File: config.mk
export PLATFORM = sky130hd
export DESIGN_NAME = nes_mem_arbiter_flat
export DESIGN_NICKNAME = d
export VERILOG_FILES = /design/src/rtl/nes_mem_pkg.sv /design/src/rtl/nes_mem_arbiter_if.sv /design/src/rtl/nes_mem_req_latch.sv /design/src/rtl/nes_mem_arbiter.sv /design/src/flat_wrapper.sv
export SDC_FILE = /design/constraint.sdc
export NUM_CORES = 1
export LEC_CHECK = 0
export BUFFER_PORTS_ARGS = -buffer_cell sky130_fd_sc_hd__buf_2
export CORE_UTILIZATION = 55
export CTS_CLUSTER_DIAMETER = 150
export CTS_CLUSTER_SIZE = 24
export DETAILED_ROUTE_END_ITERATION = 10
export PLACE_DENSITY = 0.92
export REMOVE_ABC_BUFFERS = 1
export SYNTH_ARGS = -nofsm -noshare
export SYNTH_HDL_FRONTEND = slang
export SYNTH_HIERARCHICAL = 1
export SYNTH_SLANG_ARGS = --single-unit
export TNS_END_PERCENT = 5
File: constraint.sdc
create_clock -name clk -period 2.1 [get_ports clk]
set_input_delay 0.21 -clock clk [delete_from_list [all_inputs] [get_ports clk]]
set_output_delay 0.21 -clock clk [all_outputs]
set_load 0.03 [all_outputs]
File: src/rtl/nes_mem_pkg.sv
// Shared types and widths for the NES PRG/CHR memory arbiter.
// Bus defaults match the 22-bit PRG+CHR image in byte-wide memory.
package nes_mem_pkg;
    localparam int NES_MEM_ADDR_W = 22;
    localparam int NES_MEM_DATA_W = 8;

    typedef enum logic {
        ST_IDLE,
        ST_BUSY
    } arb_state_t;

    typedef enum logic [1:0] {
        SRC_CPU,
        SRC_PPU,
        SRC_REF
    } arb_src_t;
endpackage

File: src/rtl/nes_mem_arbiter_if.sv
// Client ports (CPU/PPU mapper side) and memory controller bus of the arbiter.
// slave: arbiter view; master: the surrounding system driving requests and acks.
interface nes_mem_arbiter_if
    import nes_mem_pkg::*;
#(
    parameter int ADDR_W = NES_MEM_ADDR_W,
    parameter int DATA_W = NES_MEM_DATA_W
);
    logic              cpu_req;
    logic              cpu_we;
    logic [ADDR_W-1:0] cpu_addr;
    logic [DATA_W-1:0] cpu_wdata;
    logic [DATA_W-1:0] cpu_rdata;
    logic              cpu_done;
    logic              ppu_req;
    logic              ppu_we;
    logic [ADDR_W-1:0] ppu_addr;
    logic [DATA_W-1:0] ppu_wdata;
    logic [DATA_W-1:0] ppu_rdata;
    logic              ppu_done;
    logic [1:0]        overrun;
    logic              mem_req;
    logic              mem_we;
    logic [ADDR_W-1:0] mem_addr;
    logic [DATA_W-1:0] mem_wdata;
    logic              mem_refresh;
    logic              mem_ack;
    logic [DATA_W-1:0] mem_rdata;

    modport slave (
        input  cpu_req, cpu_we, cpu_addr, cpu_wdata,
        input  ppu_req, ppu_we, ppu_addr, ppu_wdata,
        input  mem_ack, mem_rdata,
        output cpu_rdata, cpu_done, ppu_rdata, ppu_done, overrun,
        output mem_req, mem_we, mem_addr, mem_wdata, mem_refresh
    );

    modport master (
        output cpu_req, cpu_we, cpu_addr, cpu_wdata,
        output ppu_req, ppu_we, ppu_addr, ppu_wdata,
        output mem_ack, mem_rdata,
        input  cpu_rdata, cpu_done, ppu_rdata, ppu_done, overrun,
        input  mem_req, mem_we, mem_addr, mem_wdata, mem_refresh
    );
endinterface

File: src/rtl/nes_mem_req_latch.sv
// Per-port request holder: pending flag, captured we/addr/wdata, sticky overrun.
// valid_o/fields pass the live request through so an idle arbiter can issue it at once.
module nes_mem_req_latch
    import nes_mem_pkg::*;
#(
    parameter int ADDR_W = NES_MEM_ADDR_W,
    parameter int DATA_W = NES_MEM_DATA_W
) (
    input  logic              clk,
    input  logic              reset_n,
    input  logic              req_i,
    input  logic              we_i,
    input  logic [ADDR_W-1:0] addr_i,
    input  logic [DATA_W-1:0] wdata_i,
    input  logic              clr_i,
    output logic              valid_o,
    output logic              we_o,
    output logic [ADDR_W-1:0] addr_o,
    output logic [DATA_W-1:0] wdata_o,
    output logic              overrun_o
);
    logic              pend_q, pend_d;
    logic              we_q, we_d;
    logic [ADDR_W-1:0] addr_q, addr_d;
    logic [DATA_W-1:0] wdata_q, wdata_d;
    logic              ovr_q, ovr_d;

    always_comb begin
        pend_d  = pend_q;
        we_d    = we_q;
        addr_d  = addr_q;
        wdata_d = wdata_q;
        ovr_d   = ovr_q;
        if (req_i && !pend_q) begin
            pend_d  = 1'b1;
            we_d    = we_i;
            addr_d  = addr_i;
            wdata_d = wdata_i;
        end else begin
            if (req_i) ovr_d = 1'b1;
            if (clr_i) pend_d = 1'b0;
        end
    end

    always_ff @(posedge clk or negedge reset_n) begin
        if (!reset_n) begin
            pend_q  <= 1'b0;
            we_q    <= 1'b0;
            addr_q  <= '0;
            wdata_q <= '0;
            ovr_q   <= 1'b0;
        end else begin
            pend_q  <= pend_d;
            we_q    <= we_d;
            addr_q  <= addr_d;
            wdata_q <= wdata_d;
            ovr_q   <= ovr_d;
        end
    end

    assign valid_o   = pend_q | req_i;
    assign we_o      = pend_q ? we_q : we_i;
    assign addr_o    = pend_q ? addr_q : addr_i;
    assign wdata_o   = pend_q ? wdata_q : wdata_i;
    assign overrun_o = ovr_q;
endmodule

File: src/rtl/nes_mem_arbiter.sv
// Shares one byte-wide PRG/CHR memory between the CPU and PPU mapper ports.
// Define MEM_REFRESH_EN to add periodic refresh transactions ahead of client traffic.
module nes_mem_arbiter
    import nes_mem_pkg::*;
#(
    parameter int ADDR_W           = NES_MEM_ADDR_W,
    parameter int DATA_W           = NES_MEM_DATA_W,
    parameter bit PPU_PRIORITY     = 1'b1,
    parameter int REFRESH_INTERVAL = 390
) (
    input  logic             clk,
    input  logic             reset_n,
    nes_mem_arbiter_if.slave bus
);
    arb_state_t        state_q, state_d;
    arb_src_t          src_q, src_d, last_q, last_d;
    logic              mreq_q, mreq_d, mwe_q, mwe_d, mref_q, mref_d;
    logic [ADDR_W-1:0] maddr_q, maddr_d;
    logic [DATA_W-1:0] mwdata_q, mwdata_d;
    logic              cdone_q, cdone_d, pdone_q, pdone_d;
    logic [DATA_W-1:0] crdata_q, crdata_d, prdata_q, prdata_d;
    logic              cpu_v, cpu_we, ppu_v, ppu_we, cpu_ovr, ppu_ovr;
    logic [ADDR_W-1:0] cpu_addr, ppu_addr;
    logic [DATA_W-1:0] cpu_wdata, ppu_wdata;
    logic              ack, cpu_clr, ppu_clr, ref_pend;
    logic              tie_ppu, gnt_ref, gnt_ppu, gnt_cpu;

    assign ack     = (state_q == ST_BUSY) && bus.mem_ack;
    assign cpu_clr = ack && (src_q == SRC_CPU);
    assign ppu_clr = ack && (src_q == SRC_PPU);

    nes_mem_req_latch #(.ADDR_W(ADDR_W), .DATA_W(DATA_W)) u_cpu (
        .clk(clk), .reset_n(reset_n), .req_i(bus.cpu_req), .we_i(bus.cpu_we),
        .addr_i(bus.cpu_addr), .wdata_i(bus.cpu_wdata), .clr_i(cpu_clr),
        .valid_o(cpu_v), .we_o(cpu_we), .addr_o(cpu_addr), .wdata_o(cpu_wdata),
        .overrun_o(cpu_ovr)
    );

    nes_mem_req_latch #(.ADDR_W(ADDR_W), .DATA_W(DATA_W)) u_ppu (
        .clk(clk), .reset_n(reset_n), .req_i(bus.ppu_req), .we_i(bus.ppu_we),
        .addr_i(bus.ppu_addr), .wdata_i(bus.ppu_wdata), .clr_i(ppu_clr),
        .valid_o(ppu_v), .we_o(ppu_we), .addr_o(ppu_addr), .wdata_o(ppu_wdata),
        .overrun_o(ppu_ovr)
    );

`ifdef MEM_REFRESH_EN
    localparam int REF_W = $clog2(REFRESH_INTERVAL);
    logic [REF_W-1:0] rcnt_q, rcnt_d;
    logic             rpend_q, rpend_d, rwrap, ref_clr;

    assign ref_clr = ack && (src_q == SRC_REF);
    assign rwrap   = (rcnt_q == REF_W'(REFRESH_INTERVAL - 1));
    assign rcnt_d  = rwrap ? '0 : rcnt_q + REF_W'(1);
    // A wrap while a refresh is still outstanding merges into it.
    assign rpend_d = (rpend_q && !ref_clr) || rwrap;

    always_ff @(posedge clk or negedge reset_n) begin
        if (!reset_n) begin
            rcnt_q  <= '0;
            rpend_q <= 1'b0;
        end else begin
            rcnt_q  <= rcnt_d;
            rpend_q <= rpend_d;
        end
    end

    assign ref_pend = rpend_q;
`else
    assign ref_pend = (REFRESH_INTERVAL < 0);
`endif

    // Round-robin ties go to the port not served last; reset leaves last=CPU.
    assign tie_ppu = PPU_PRIORITY || (last_q == SRC_CPU);
    assign gnt_ref = ref_pend;
    assign gnt_ppu = !ref_pend && ppu_v && (!cpu_v || tie_ppu);
    assign gnt_cpu = !ref_pend && cpu_v && !gnt_ppu;

    always_comb begin
        state_d  = state_q;
        src_d    = src_q;
        last_d   = last_q;
        mreq_d   = mreq_q;
        mwe_d    = mwe_q;
        mref_d   = mref_q;
        maddr_d  = maddr_q;
        mwdata_d = mwdata_q;
        cdone_d  = 1'b0;
        pdone_d  = 1'b0;
        crdata_d = crdata_q;
        prdata_d = prdata_q;
        unique case (state_q)
            ST_IDLE: begin
                unique case (1'b1)
                    gnt_ref: begin
                        src_d    = SRC_REF;
                        mwe_d    = 1'b0;
                        mref_d   = 1'b1;
                        maddr_d  = '0;
                        mwdata_d = '0;
                    end
                    gnt_ppu: begin
                        src_d    = SRC_PPU;
                        last_d   = SRC_PPU;
                        mwe_d    = ppu_we;
                        mref_d   = 1'b0;
                        maddr_d  = ppu_addr;
                        mwdata_d = ppu_wdata;
                    end
                    gnt_cpu: begin
                        src_d    = SRC_CPU;
                        last_d   = SRC_CPU;
                        mwe_d    = cpu_we;
                        mref_d   = 1'b0;
                        maddr_d  = cpu_addr;
                        mwdata_d = cpu_wdata;
                    end
                    default: ;
                endcase
                if (gnt_ref || gnt_ppu || gnt_cpu) begin
                    state_d = ST_BUSY;
                    mreq_d  = 1'b1;
                end
            end
            ST_BUSY: begin
                if (bus.mem_ack) begin
                    state_d  = ST_IDLE;
                    mreq_d   = 1'b0;
                    mwe_d    = 1'b0;
                    mref_d   = 1'b0;
                    maddr_d  = '0;
                    mwdata_d = '0;
                    unique case (src_q)
                        SRC_CPU: begin
                            cdone_d = 1'b1;
                            if (!mwe_q) crdata_d = bus.mem_rdata;
                        end
                        SRC_PPU: begin
                            pdone_d = 1'b1;
                            if (!mwe_q) prdata_d = bus.mem_rdata;
                        end
                        default: ;
                    endcase
                end
            end
            default: state_d = ST_IDLE;
        endcase
    end

    always_ff @(posedge clk or negedge reset_n) begin
        if (!reset_n) begin
            state_q  <= ST_IDLE;
            src_q    <= SRC_CPU;
            last_q   <= SRC_CPU;
            mreq_q   <= 1'b0;
            mwe_q    <= 1'b0;
            mref_q   <= 1'b0;
            maddr_q  <= '0;
            mwdata_q <= '0;
            cdone_q  <= 1'b0;
            pdone_q  <= 1'b0;
            crdata_q <= '0;
            prdata_q <= '0;
        end else begin
            state_q  <= state_d;
            src_q    <= src_d;
            last_q   <= last_d;
            mreq_q   <= mreq_d;
            mwe_q    <= mwe_d;
            mref_q   <= mref_d;
            maddr_q  <= maddr_d;
            mwdata_q <= mwdata_d;
            cdone_q  <= cdone_d;
            pdone_q  <= pdone_d;
            crdata_q <= crdata_d;
            prdata_q <= prdata_d;
        end
    end

    assign bus.mem_req     = mreq_q;
    assign bus.mem_we      = mwe_q;
    assign bus.mem_addr    = maddr_q;
    assign bus.mem_wdata   = mwdata_q;
    assign bus.mem_refresh = mref_q;
    assign bus.cpu_done    = cdone_q;
    assign bus.ppu_done    = pdone_q;
    assign bus.cpu_rdata   = crdata_q;
    assign bus.ppu_rdata   = prdata_q;
    assign bus.overrun     = {ppu_ovr, cpu_ovr};
endmodule
File: src/flat_wrapper.sv
// flat-port wrapper written by rule: the top's interface ports become plain ports
module nes_mem_arbiter_flat import nes_mem_pkg::*;
#(
    parameter int ADDR_W           = NES_MEM_ADDR_W,
    parameter int DATA_W           = NES_MEM_DATA_W,
    parameter bit PPU_PRIORITY     = 1'b1,
    parameter int REFRESH_INTERVAL = 390
)
  (clk, reset_n, bus_cpu_req, bus_cpu_we, bus_cpu_addr, bus_cpu_wdata, bus_ppu_req, bus_ppu_we, bus_ppu_addr, bus_ppu_wdata, bus_mem_ack, bus_mem_rdata, bus_cpu_rdata, bus_cpu_done, bus_ppu_rdata, bus_ppu_done, bus_overrun, bus_mem_req, bus_mem_we, bus_mem_addr, bus_mem_wdata, bus_mem_refresh);
  nes_mem_arbiter_if #(.ADDR_W(ADDR_W), .DATA_W(DATA_W)) bus_i ();
  input  logic clk;
  input  logic reset_n;
  input wire logic [$bits(bus_i.cpu_req)-1:0] bus_cpu_req;
  input wire logic [$bits(bus_i.cpu_we)-1:0] bus_cpu_we;
  input wire logic [$bits(bus_i.cpu_addr)-1:0] bus_cpu_addr;
  input wire logic [$bits(bus_i.cpu_wdata)-1:0] bus_cpu_wdata;
  input wire logic [$bits(bus_i.ppu_req)-1:0] bus_ppu_req;
  input wire logic [$bits(bus_i.ppu_we)-1:0] bus_ppu_we;
  input wire logic [$bits(bus_i.ppu_addr)-1:0] bus_ppu_addr;
  input wire logic [$bits(bus_i.ppu_wdata)-1:0] bus_ppu_wdata;
  input wire logic [$bits(bus_i.mem_ack)-1:0] bus_mem_ack;
  input wire logic [$bits(bus_i.mem_rdata)-1:0] bus_mem_rdata;
  output wire logic [$bits(bus_i.cpu_rdata)-1:0] bus_cpu_rdata;
  output wire logic [$bits(bus_i.cpu_done)-1:0] bus_cpu_done;
  output wire logic [$bits(bus_i.ppu_rdata)-1:0] bus_ppu_rdata;
  output wire logic [$bits(bus_i.ppu_done)-1:0] bus_ppu_done;
  output wire logic [$bits(bus_i.overrun)-1:0] bus_overrun;
  output wire logic [$bits(bus_i.mem_req)-1:0] bus_mem_req;
  output wire logic [$bits(bus_i.mem_we)-1:0] bus_mem_we;
  output wire logic [$bits(bus_i.mem_addr)-1:0] bus_mem_addr;
  output wire logic [$bits(bus_i.mem_wdata)-1:0] bus_mem_wdata;
  output wire logic [$bits(bus_i.mem_refresh)-1:0] bus_mem_refresh;
  assign bus_i.cpu_req = bus_cpu_req;
  assign bus_i.cpu_we = bus_cpu_we;
  assign bus_i.cpu_addr = bus_cpu_addr;
  assign bus_i.cpu_wdata = bus_cpu_wdata;
  assign bus_i.ppu_req = bus_ppu_req;
  assign bus_i.ppu_we = bus_ppu_we;
  assign bus_i.ppu_addr = bus_ppu_addr;
  assign bus_i.ppu_wdata = bus_ppu_wdata;
  assign bus_i.mem_ack = bus_mem_ack;
  assign bus_i.mem_rdata = bus_mem_rdata;
  assign bus_cpu_rdata = bus_i.cpu_rdata;
  assign bus_cpu_done = bus_i.cpu_done;
  assign bus_ppu_rdata = bus_i.ppu_rdata;
  assign bus_ppu_done = bus_i.ppu_done;
  assign bus_overrun = bus_i.overrun;
  assign bus_mem_req = bus_i.mem_req;
  assign bus_mem_we = bus_i.mem_we;
  assign bus_mem_addr = bus_i.mem_addr;
  assign bus_mem_wdata = bus_i.mem_wdata;
  assign bus_mem_refresh = bus_i.mem_refresh;
  nes_mem_arbiter #(.ADDR_W(ADDR_W), .DATA_W(DATA_W), .PPU_PRIORITY(PPU_PRIORITY), .REFRESH_INTERVAL(REFRESH_INTERVAL)) u_core (.clk(clk), .reset_n(reset_n), .bus(bus_i));
endmodule
==> reports/metrics.sh, run 1 <==
CP_SLOWEST_CELL='sky130_fd_sc_hd__nand2b_4'
HOLDBUFCOUNTCTS=73
GRT_PASS1_WL_MICRONS=24000
SHARE_OF_LAYOUT_CELLS_ABOVE_DRIVE_STRENGTH_1_PCT=53.9
SYNTH-COMPOUND-AREA-SHARE_PCT=11.6
CLK_PATH_BUF_DEPTH=2
CTS_MADE_BUFFERS=17
GROUTE.USAGE.OVERALL_PCT=28.7
CRITICAL_PATH_PEAK_FANOUT=31
SYNTH_WARNINGS=6
IO_BUFFER_COUNT=126
TIMING.MAX_SLEW.REL_SLACK_PCT=39.9
LEAKAGE_nW=3.75
CRITICAL_PATH_CELL_BY_CELL='buf_4 > nand2b_4 > mux2_2'
FLOORPLAN.DIE.WIDTH_MICRONS=105
SYNTH_XOR_XNOR_AREA_SHARE_PCT=0
WORST-ENDPOINT-REQUIRED_PS=2490
POST_SYNTH_INST_COUNT=380
FINAL_MIN_PERIOD_OVER_CLOCK_PERIOD_PCT=87.6
CTS.ROOT.BUFFER_CELL='sky130_fd_sc_hd__clkbuf_8'
DRT-PASS1-ITER-COUNT=5
PLACER_S_FINAL_ROUTABILITY_CONGESTION_ESTIMATE=0.722
POSTLAYOUTCELLAREA_SQ_MM=0.00779
DRC_ERRORS=0
SYNTH_FA_HA_AREA_SHARE_PCT=0
N_ANTENNA_CELL=0
SIMPLE_GATE_SHARE_OF_THE_SYNTHESIZED_AREA_PCT=2.01
SYN-CELL-AREA_SQ_MM=0.00579
DRV_SLEW=0
HOLDWS_PS=36.8
WORST_CLOCK_SKEW_PS=9.18
MULTI_INPUT_COMB_AREA_SQ_MM=0.00261
NUM_ROWS=37
ANTENNA_FOUND_INITIAL=0
DETAILED_PLACER_S_ENDING_HPWL_MICRONS=8610
OUTCOME='finished, final reports clean'
INITIAL_CORE_UTIL_PCT=56.4
YS_SEQ_AREA_SHARE_PCT=51.0
HOLDCRITPATHCLASS='in2reg'
CP-END-KIND='flip-flop'
FINALHOLDVIOLATIONS=0
FIRST_GLOBAL_VIAS=4669
FP.DIEAREA_SQ_MM=0.0109
NNETSFINAL=653
POWER_DENSITY_mW_PER_MM2=1320
DOMINANT_COMBINATIONAL_CELL_FAMILY_BY_AREA_AFTER_SYNTHESIS='multiplexers'
DESIGN_POWER_TOTAL_mW=10.3
MAX_CLOCK_FREQ_MHz=543
GR-TOTAL-OVERFLOW=0
POST_DRT_VIA_CELL_RATIO=5.77
DIEHEIGHT_MICRONS=105
LARGEST_STAGE_DELAY_WORST_PATH_PS=620
COUNT_OF_ANTENNA_VIOLATING_NETS_LEFT_AFTER_DETAILED_ROUTING=0
LAYOUT_MIN_CYCLE_TIME_PS=1840
DETAILROUTE.VIA_COUNT=4180
DRT-TOTAL-WL_MICRONS=14900
SETUP_SLACK_PS=259
HTREE_NUM_LEVELS=4
WORST_PATH_CLK_SLEW_PS=60
SYN_AREA_PER_CELL_SQ_UM=15.2
SLEW_AT_THE_PIN_CLOSEST_TO_ITS_MAX_SLEW_LIMIT_PS=899
GRT_START_MAX_NET_PINS=119
FLOORPLAN.IO_PINS=128
DRT-INITIAL-DRC-COUNT=192
POST_SYNTH_NUM_CELL_TYPES=23
SYNTHMUXAREASHARE_PCT=31.1
DRT-WIRELENGTH-PER-CELL_MICRONS=20.6
POST_CTS.REPAIR.SETUP_BUFFERS=0
CRITICAL_PATH.STARTPOINT_TYPE='flip-flop'
INSERTION_DELAY_PS=510
LAYOUT-AREA-OVERHEAD-VS-SYNTH_PCT=34.5
GRT_SETUP_UNREPAIRED='no'
VDD_IR_DROP_MAX_mV=0.643
MAXCAPVIOLATIONS=0
POST_ROUTE_CORE_UTILIZATION_PCT=75.8
SETUP_VIOL_COUNT_FINAL=0
DETAILEDPLACE.WORSTSLACK_PS=303
CP_DATA_ARRIVAL_TIME_PS=2230
SYNTH-SEQ-CELLS=118
TRITONCTS_NUM_SINKS=118
FILL_CELLS=602
DPL_CELL_AREA_SQ_MM=0.00649
SEQ_AREA_SQ_MM=0.00295
CTS_REPAIR_RESIZE_COUNT=0
CORE_REGION_AREA_SQ_MM=0.0103
TRITONCTS='yes'
WORSTSETUPPATHTYPE='reg2reg'
## critical path, delay by kind of cell, from the launching register on
| family | cells | cell delay [ps] |
|---|---|---|
| buffers and inverters | 1 | 290 |
| DFF | 1 | 380 |
| muxes | 1 | 410 |
| and+or+nand+nor | 1 | 620 |
## metal layers
layer	wire length [microns]	part of all wire, %	track usage, %	up-vias
li1	-	-	-	1867
met1	6070	41	34.0	2107
met2	7850	53	50.0	180
met3	687	4.6	6.36	26
met4	303	2.0	12.8	0
met5	0	0	0	-
## power by group
part           internal (mW)  total, mW  switching (mW)
clock network           1.81       2.82            1.00
registers               3.19       3.79           0.597
logic                   1.98       3.69            1.71
## registers in the layout, indices dropped and copies added, names as in the netlist, 8 cells and up
name                  cells
u_core/u_cpu/addr_q      22
u_core/bus.mem_addr      22
u_core/bus.mem_wdata      8
u_core/u_ppu/addr_q      22
u_core/bus.ppu_rdata      8
u_core/u_ppu/wdata_q      8
u_core/bus.cpu_rdata      8
u_core/u_cpu/wdata_q      8
## cells by family (layout without fill, tap and decap cells)
kind of cell,after synthesis,in the layout
other,1,1
AND/OR/NAND/NOR,17,17
flip-flops,118,118
AO/OA/AOI/OAI,69,69
multiplexers,140,140
buffers and inverters,35,243
## layout by cell type (no fill, tap or decap), types with 14 or more instances in the layout
cell type                       count
sky130_fd_sc_hd__buf_2            125
sky130_fd_sc_hd__mux2_4            60
sky130_fd_sc_hd__mux2_2            80
sky130_fd_sc_hd__clkbuf_16         16
sky130_fd_sc_hd__a221o_1           31
sky130_fd_sc_hd__dlygate4sd3_1     73
sky130_fd_sc_hd__a32o_1            31
sky130_fd_sc_hd__buf_4             14
sky130_fd_sc_hd__dfrtp_1          117
## synth_stat cells
cell | count | area (sq um)
sky130_fd_sc_hd__a21boi_0 | 3 | 22.5
sky130_fd_sc_hd__a21o_1 | 3 | 22.5
sky130_fd_sc_hd__a221o_1 | 31 | 310
sky130_fd_sc_hd__a32o_1 | 31 | 310
sky130_fd_sc_hd__and3_1 | 2 | 12.5
sky130_fd_sc_hd__buf_2 | 17 | 85.1
sky130_fd_sc_hd__buf_4 | 3 | 22.5
sky130_fd_sc_hd__buf_6 | 11 | 124
sky130_fd_sc_hd__clkbuf_1 | 3 | 11.3
sky130_fd_sc_hd__conb_1 | 1 | 3.75
sky130_fd_sc_hd__dfrtp_1 | 118 | 2950
sky130_fd_sc_hd__inv_1 | 1 | 3.75
sky130_fd_sc_hd__mux2_2 | 80 | 901
sky130_fd_sc_hd__mux2_4 | 60 | 901
sky130_fd_sc_hd__nand2_1 | 2 | 7.51
sky130_fd_sc_hd__nand2b_1 | 1 | 6.26
sky130_fd_sc_hd__nand2b_4 | 2 | 27.5
sky130_fd_sc_hd__nand4b_1 | 1 | 8.76
sky130_fd_sc_hd__nor2_1 | 5 | 18.8
sky130_fd_sc_hd__nor2b_1 | 1 | 6.26
sky130_fd_sc_hd__nor3_4 | 1 | 16.3
sky130_fd_sc_hd__o21ai_0 | 1 | 5.00
sky130_fd_sc_hd__or2_2 | 2 | 12.5
## path summary, 6_finish.rpt
| kind | start | end | slack, ps | cells after the start |
|---|---|---|---|---|
| max | u_core/u_cpu/pend_q$_DFFE_PN0P_ | u_core/u_cpu/addr_q[12]$_DFFE_PN0P_ | 260 | 3 |
| min | bus_mem_ack | u_core/bus.ppu_done$_DFF_PN0_ | 40 | 2 |
| max reg2reg | u_core/u_cpu/pend_q$_DFFE_PN0P_ | u_core/u_cpu/addr_q[12]$_DFFE_PN0P_ | 260 | 3 |
| min reg2reg | u_core/u_ppu/overrun_o$_DFFE_PN0P_ | u_core/u_ppu/overrun_o$_DFFE_PN0P_ | 450 | 1 |
| max in group asynchronous | reset_n | u_core/u_ppu/addr_q[14]$_DFFE_PN0P_ | 1260 | 3 |
| min in group asynchronous | reset_n | u_core/bus.ppu_rdata[1]$_DFFE_PN0P_ | 270 | 3 |
## cell type report
cell class                      count  area share (%)
Clock inverter                      9            1.67
Multi-Input combinational cell    227            33.5
Tap cell                          136            2.19
Inverter                            1          0.0482
Timing Repair Buffer              213            19.0
Clock buffer                       20            5.59
Sequential cell                   118            37.9
## stage by stage
step | cells | TNS (ps)
final | 724 | 0
after global routing | 724 | 0
after CTS | 724 | 0
after detailed placement | 622 | 0
after global placement | 622 | 0
after floorplan | 346 | -21190
No activity file was read; power rests on OpenSTA's default activity.
==> run 2, diff against run 1 <==
--- a/config.mk
+++ b/config.mk
@@ -6,14 +6,13 @@
 export NUM_CORES = 1
 export LEC_CHECK = 0
 export BUFFER_PORTS_ARGS = -buffer_cell sky130_fd_sc_hd__buf_2
-export CORE_UTILIZATION = 55
+export CORE_UTILIZATION = 54
 export CTS_CLUSTER_DIAMETER = 150
 export CTS_CLUSTER_SIZE = 24
 export DETAILED_ROUTE_END_ITERATION = 10
-export PLACE_DENSITY = 0.92
+export PLACE_DENSITY = 0.91
 export REMOVE_ABC_BUFFERS = 1
 export SYNTH_ARGS = -nofsm -noshare
 export SYNTH_HDL_FRONTEND = slang
-export SYNTH_HIERARCHICAL = 1
 export SYNTH_SLANG_ARGS = --single-unit
 export TNS_END_PERCENT = 5
==> run 2 against run 1 <==
Compared with the run above: sequential share of layout area is 1.1 points higher; power is 20% higher; sequential power is 9.0% higher; utilization is 1.4 points higher; synthesized cell count is 8.2% higher; clock power is 9.2% higher; first-iteration DRC count is 70% higher; final cell count is 4.1% higher; combinational power is 40% higher; count of clock-buffer cells in the layout stayed put; setup slack better by 100 ps; final area is 2.7% lower.
==> reports/metrics.sh, run 2 <==
OUTCOME='finished, final reports clean'
CP_DATA_ARRIVAL_TIME_PS=2160
DRT-WIRELENGTH-PER-CELL_MICRONS=23.3
WORSTSETUPPATHTYPE='reg2reg'
CP-END-KIND='flip-flop'
WORST-ENDPOINT-REQUIRED_PS=2520
GR-TOTAL-OVERFLOW=0
HTREE_NUM_LEVELS=4
FLOORPLAN.DIE.WIDTH_MICRONS=103
CRITICAL_PATH_PEAK_FANOUT=18
NUM_ROWS=36
FILL_CELLS=571
YS_DOMINANT_REG_CELL='sky130_fd_sc_hd__dfrtp_1'
DETAILEDPLACE.WORSTSLACK_PS=511
DRV_SLEW=0
CTS.ROOT.BUFFER_CELL='sky130_fd_sc_hd__clkbuf_8'
LAYOUT_COMMONEST_CELL='sky130_fd_sc_hd__buf_2'
HOLDBUFCOUNTCTS=73
LAYOUT_MIN_CYCLE_TIME_PS=1740
GRT_START_MAX_NET_PINS=39
SHARE_OF_LAYOUT_CELLS_ABOVE_DRIVE_STRENGTH_1_PCT=33.9
SETUP_TNS_PS=0
SETUP_SLACK_PS=359
COUNT_OF_ANTENNA_VIOLATING_NETS_LEFT_AFTER_DETAILED_ROUTING=0
DETAILROUTE.VIA_COUNT=4692
DRT-INITIAL-DRC-COUNT=326
TRITONCTS='yes'
NNETSFINAL=682
POST_SYNTH_INST_COUNT=411
CORE_REGION_AREA_SQ_MM=0.00982
MOST-COMMON-LAYOUT-CELLS='sky130_fd_sc_hd__buf_2 (125), sky130_fd_sc_hd__dfrtp_1 (116), sky130_fd_sc_hd__mux2_1 (76)'
POST_DRT_VIA_CELL_RATIO=6.22
FLOORPLAN.IO_PINS=128
CTS_MADE_BUFFERS=17
SYN_AREA_PER_CELL_SQ_UM=13.3
POST_CTS.REPAIR.SETUP_BUFFERS=0
TRITONCTS_NUM_SINKS=118
SLEW_AT_THE_PIN_CLOSEST_TO_ITS_MAX_SLEW_LIMIT_PS=1010
DOMINANT_CELLS_BY_AREA_AFTER_SYNTHESIS='sky130_fd_sc_hd__dfrtp_1 (54%), sky130_fd_sc_hd__mux2_1 (16%), sky130_fd_sc_hd__mux2i_1 (11%), sky130_fd_sc_hd__a32o_2 (5.7%), sky130_fd_sc_hd__nand3_1 (2.8%)'
CRITICAL_PATH.STARTPOINT_TYPE='flip-flop'
YS_ASYNC_SR_FRACTION_PCT=100
DRC_ERRORS=0
HOLDCRITPATHCLASS='in2reg'
DRT-PASS1-ITER-COUNT=5
REG2REGPATHDEPTH=4
GROUTE.USAGE.OVERALL_PCT=35.2
POSTLAYOUTCELLAREA_SQ_MM=0.00758
LEAKAGE_nW=3.79
SYNTHMOSTINSTANTIATEDCELL='sky130_fd_sc_hd__dfrtp_1'
SYN-CELL-AREA_SQ_MM=0.00548
GRT_PASS1_WL_MICRONS=26900
HOLD-PATH-CELL-COUNT=2
INITIAL_CORE_UTIL_PCT=55.8
CLK_PATH_BUF_DEPTH=2
DETAILED_PLACER_S_ENDING_HPWL_MICRONS=8940
LAYOUT-AREA-OVERHEAD-VS-SYNTH_PCT=38.2
IO_BUFFER_COUNT=126
MAX_CLOCK_FREQ_MHz=574
FP.DIEAREA_SQ_MM=0.0106
DIEHEIGHT_MICRONS=103
POST_SYNTH_NUM_CELL_TYPES=24
SYNTH-SEQ-CELLS=118
DRT-TOTAL-WL_MICRONS=17600
ANTENNA_FOUND_INITIAL=1
SYNTH_WARNINGS=0
YS_SEQ_AREA_SHARE_PCT=53.8
PLACER_S_FINAL_ROUTABILITY_CONGESTION_ESTIMATE=0.791
WORST_CLOCK_SKEW_PS=12.3
CTS_REPAIR_RESIZE_COUNT=0
DPL_CELL_AREA_SQ_MM=0.00623
DESIGN_POWER_TOTAL_mW=12.4
POST_ROUTE_CORE_UTILIZATION_PCT=77.2
VDD_IR_DROP_MAX_mV=0.839
FINALHOLDVIOLATIONS=0
SYNTH_COMMON_CELLS='sky130_fd_sc_hd__dfrtp_1 (118), sky130_fd_sc_hd__mux2_1 (76), sky130_fd_sc_hd__mux2i_1 (62)'
POWER_DENSITY_mW_PER_MM2=1630
INSERTION_DELAY_PS=540
SYNTH_TOP_CELL_AREA_SHARE_PCT=53.8
MAXCAPVIOLATIONS=0
WORST_PATH_CLK_SLEW_PS=60
FINAL_MIN_PERIOD_OVER_CLOCK_PERIOD_PCT=82.9
SETUP_VIOL_COUNT_FINAL=0
SYNTHDOMINANTAREACELLTYPE='sky130_fd_sc_hd__dfrtp_1'
TIMING.MAX_SLEW.REL_SLACK_PCT=32.4
GRT_SETUP_UNREPAIRED='no'
FIRST_GLOBAL_VIAS=4909
SYNTH_EDF_COUNT=0
run 2: changes by cell type after synthesis, sizes merged, moves of 2 or more:
cell	delta
a21boi	-3
mux2	-62
buf	-4
a21oi	+3
nor2	-2
clkbuf	+7
o21ai	+32
mux2i	+62
a221o	-31
nand3	+31
nand2b	+2
run 2: cells by family (layout without fill, tap and decap cells):
family | count (synthesis) | count (layout) | share of synthesized area [%]
AO/OA/AOI/OAI | 71 | 71 | 10.4
other | 1 | 2 | 0.0684
flip-flops | 118 | 118 | 53.8
AND/OR/NAND/NOR | 44 | 44 | 4.40
multiplexers | 140 | 140 | 27.3
buffers and inverters | 37 | 246 | 3.97
run 2: final timing paths:
| path | start | endpoint | slack (ps) |
|---|---|---|---|
| setup / recovery | u_core.u_ppu.pend_q$_DFFE_PN0P_ | u_core.bus.mem_wdata[2]$_DFFE_PN0P_ | 360 |
| setup reg to reg | u_core.u_ppu.pend_q$_DFFE_PN0P_ | u_core.bus.mem_wdata[2]$_DFFE_PN0P_ | 360 |
| hold reg to reg | u_core.u_cpu.overrun_o$_DFFE_PN0P_ | u_core.u_cpu.overrun_o$_DFFE_PN0P_ | 460 |
| hold / removal | bus_mem_ack | u_core.bus.ppu_done$_DFF_PN0_ | 60 |
| max in group asynchronous | reset_n | u_core.bus.ppu_rdata[4]$_DFFE_PN0P_ | 1200 |
| min in group asynchronous | reset_n | u_core.bus.mem_wdata[7]$_DFFE_PN0P_ | 230 |
run 2: worst max-delay path, cell delays in order (launching register included):
cell                      delay, ps
sky130_fd_sc_hd__dfrtp_2        410
sky130_fd_sc_hd__buf_4          360
sky130_fd_sc_hd__mux2i_1        340
sky130_fd_sc_hd__o21ai_1        190
sky130_fd_sc_hd__a32o_2         320
run 2: stage by stage:
stage                     hold slack (ps)  instances
after global routing                 58.7        754
final                                58.5        754
after global placement                209        648
after detailed placement              214        648
after floorplan                     -85.6        374
after CTS                            43.8        753
run 2: area by class of cell:
type,instances,area [sq um],area share (%)
timing repair buffer,214,1510,20.0
clock buffer,20,435,5.74
multi-input combinational,256,2330,30.7
sequential,118,2960,39.0
clock inverter,12,176,2.33
antenna,1,2.50,0.0330
tap,133,166,2.20
run 2: metal layers:
| layer | GRT usage (%) | part of all wire, % | up-vias |
|---|---|---|---|
| met5 | 0 | 0 | - |
| met4 | 22.5 | 5.9 | 0 |
| met3 | 8.14 | 8.7 | 99 |
| met2 | 56.2 | 49 | 359 |
| met1 | 43.2 | 36 | 2304 |
| li1 | - | - | 1930 |
run 2: power breakdown:
group          switching [mW]  internal [mW]  total, mW
clock network            1.12           1.96       3.08
logic                    3.04           2.12       5.16
registers               0.755           3.37       4.13
total                    4.92           7.45       12.4
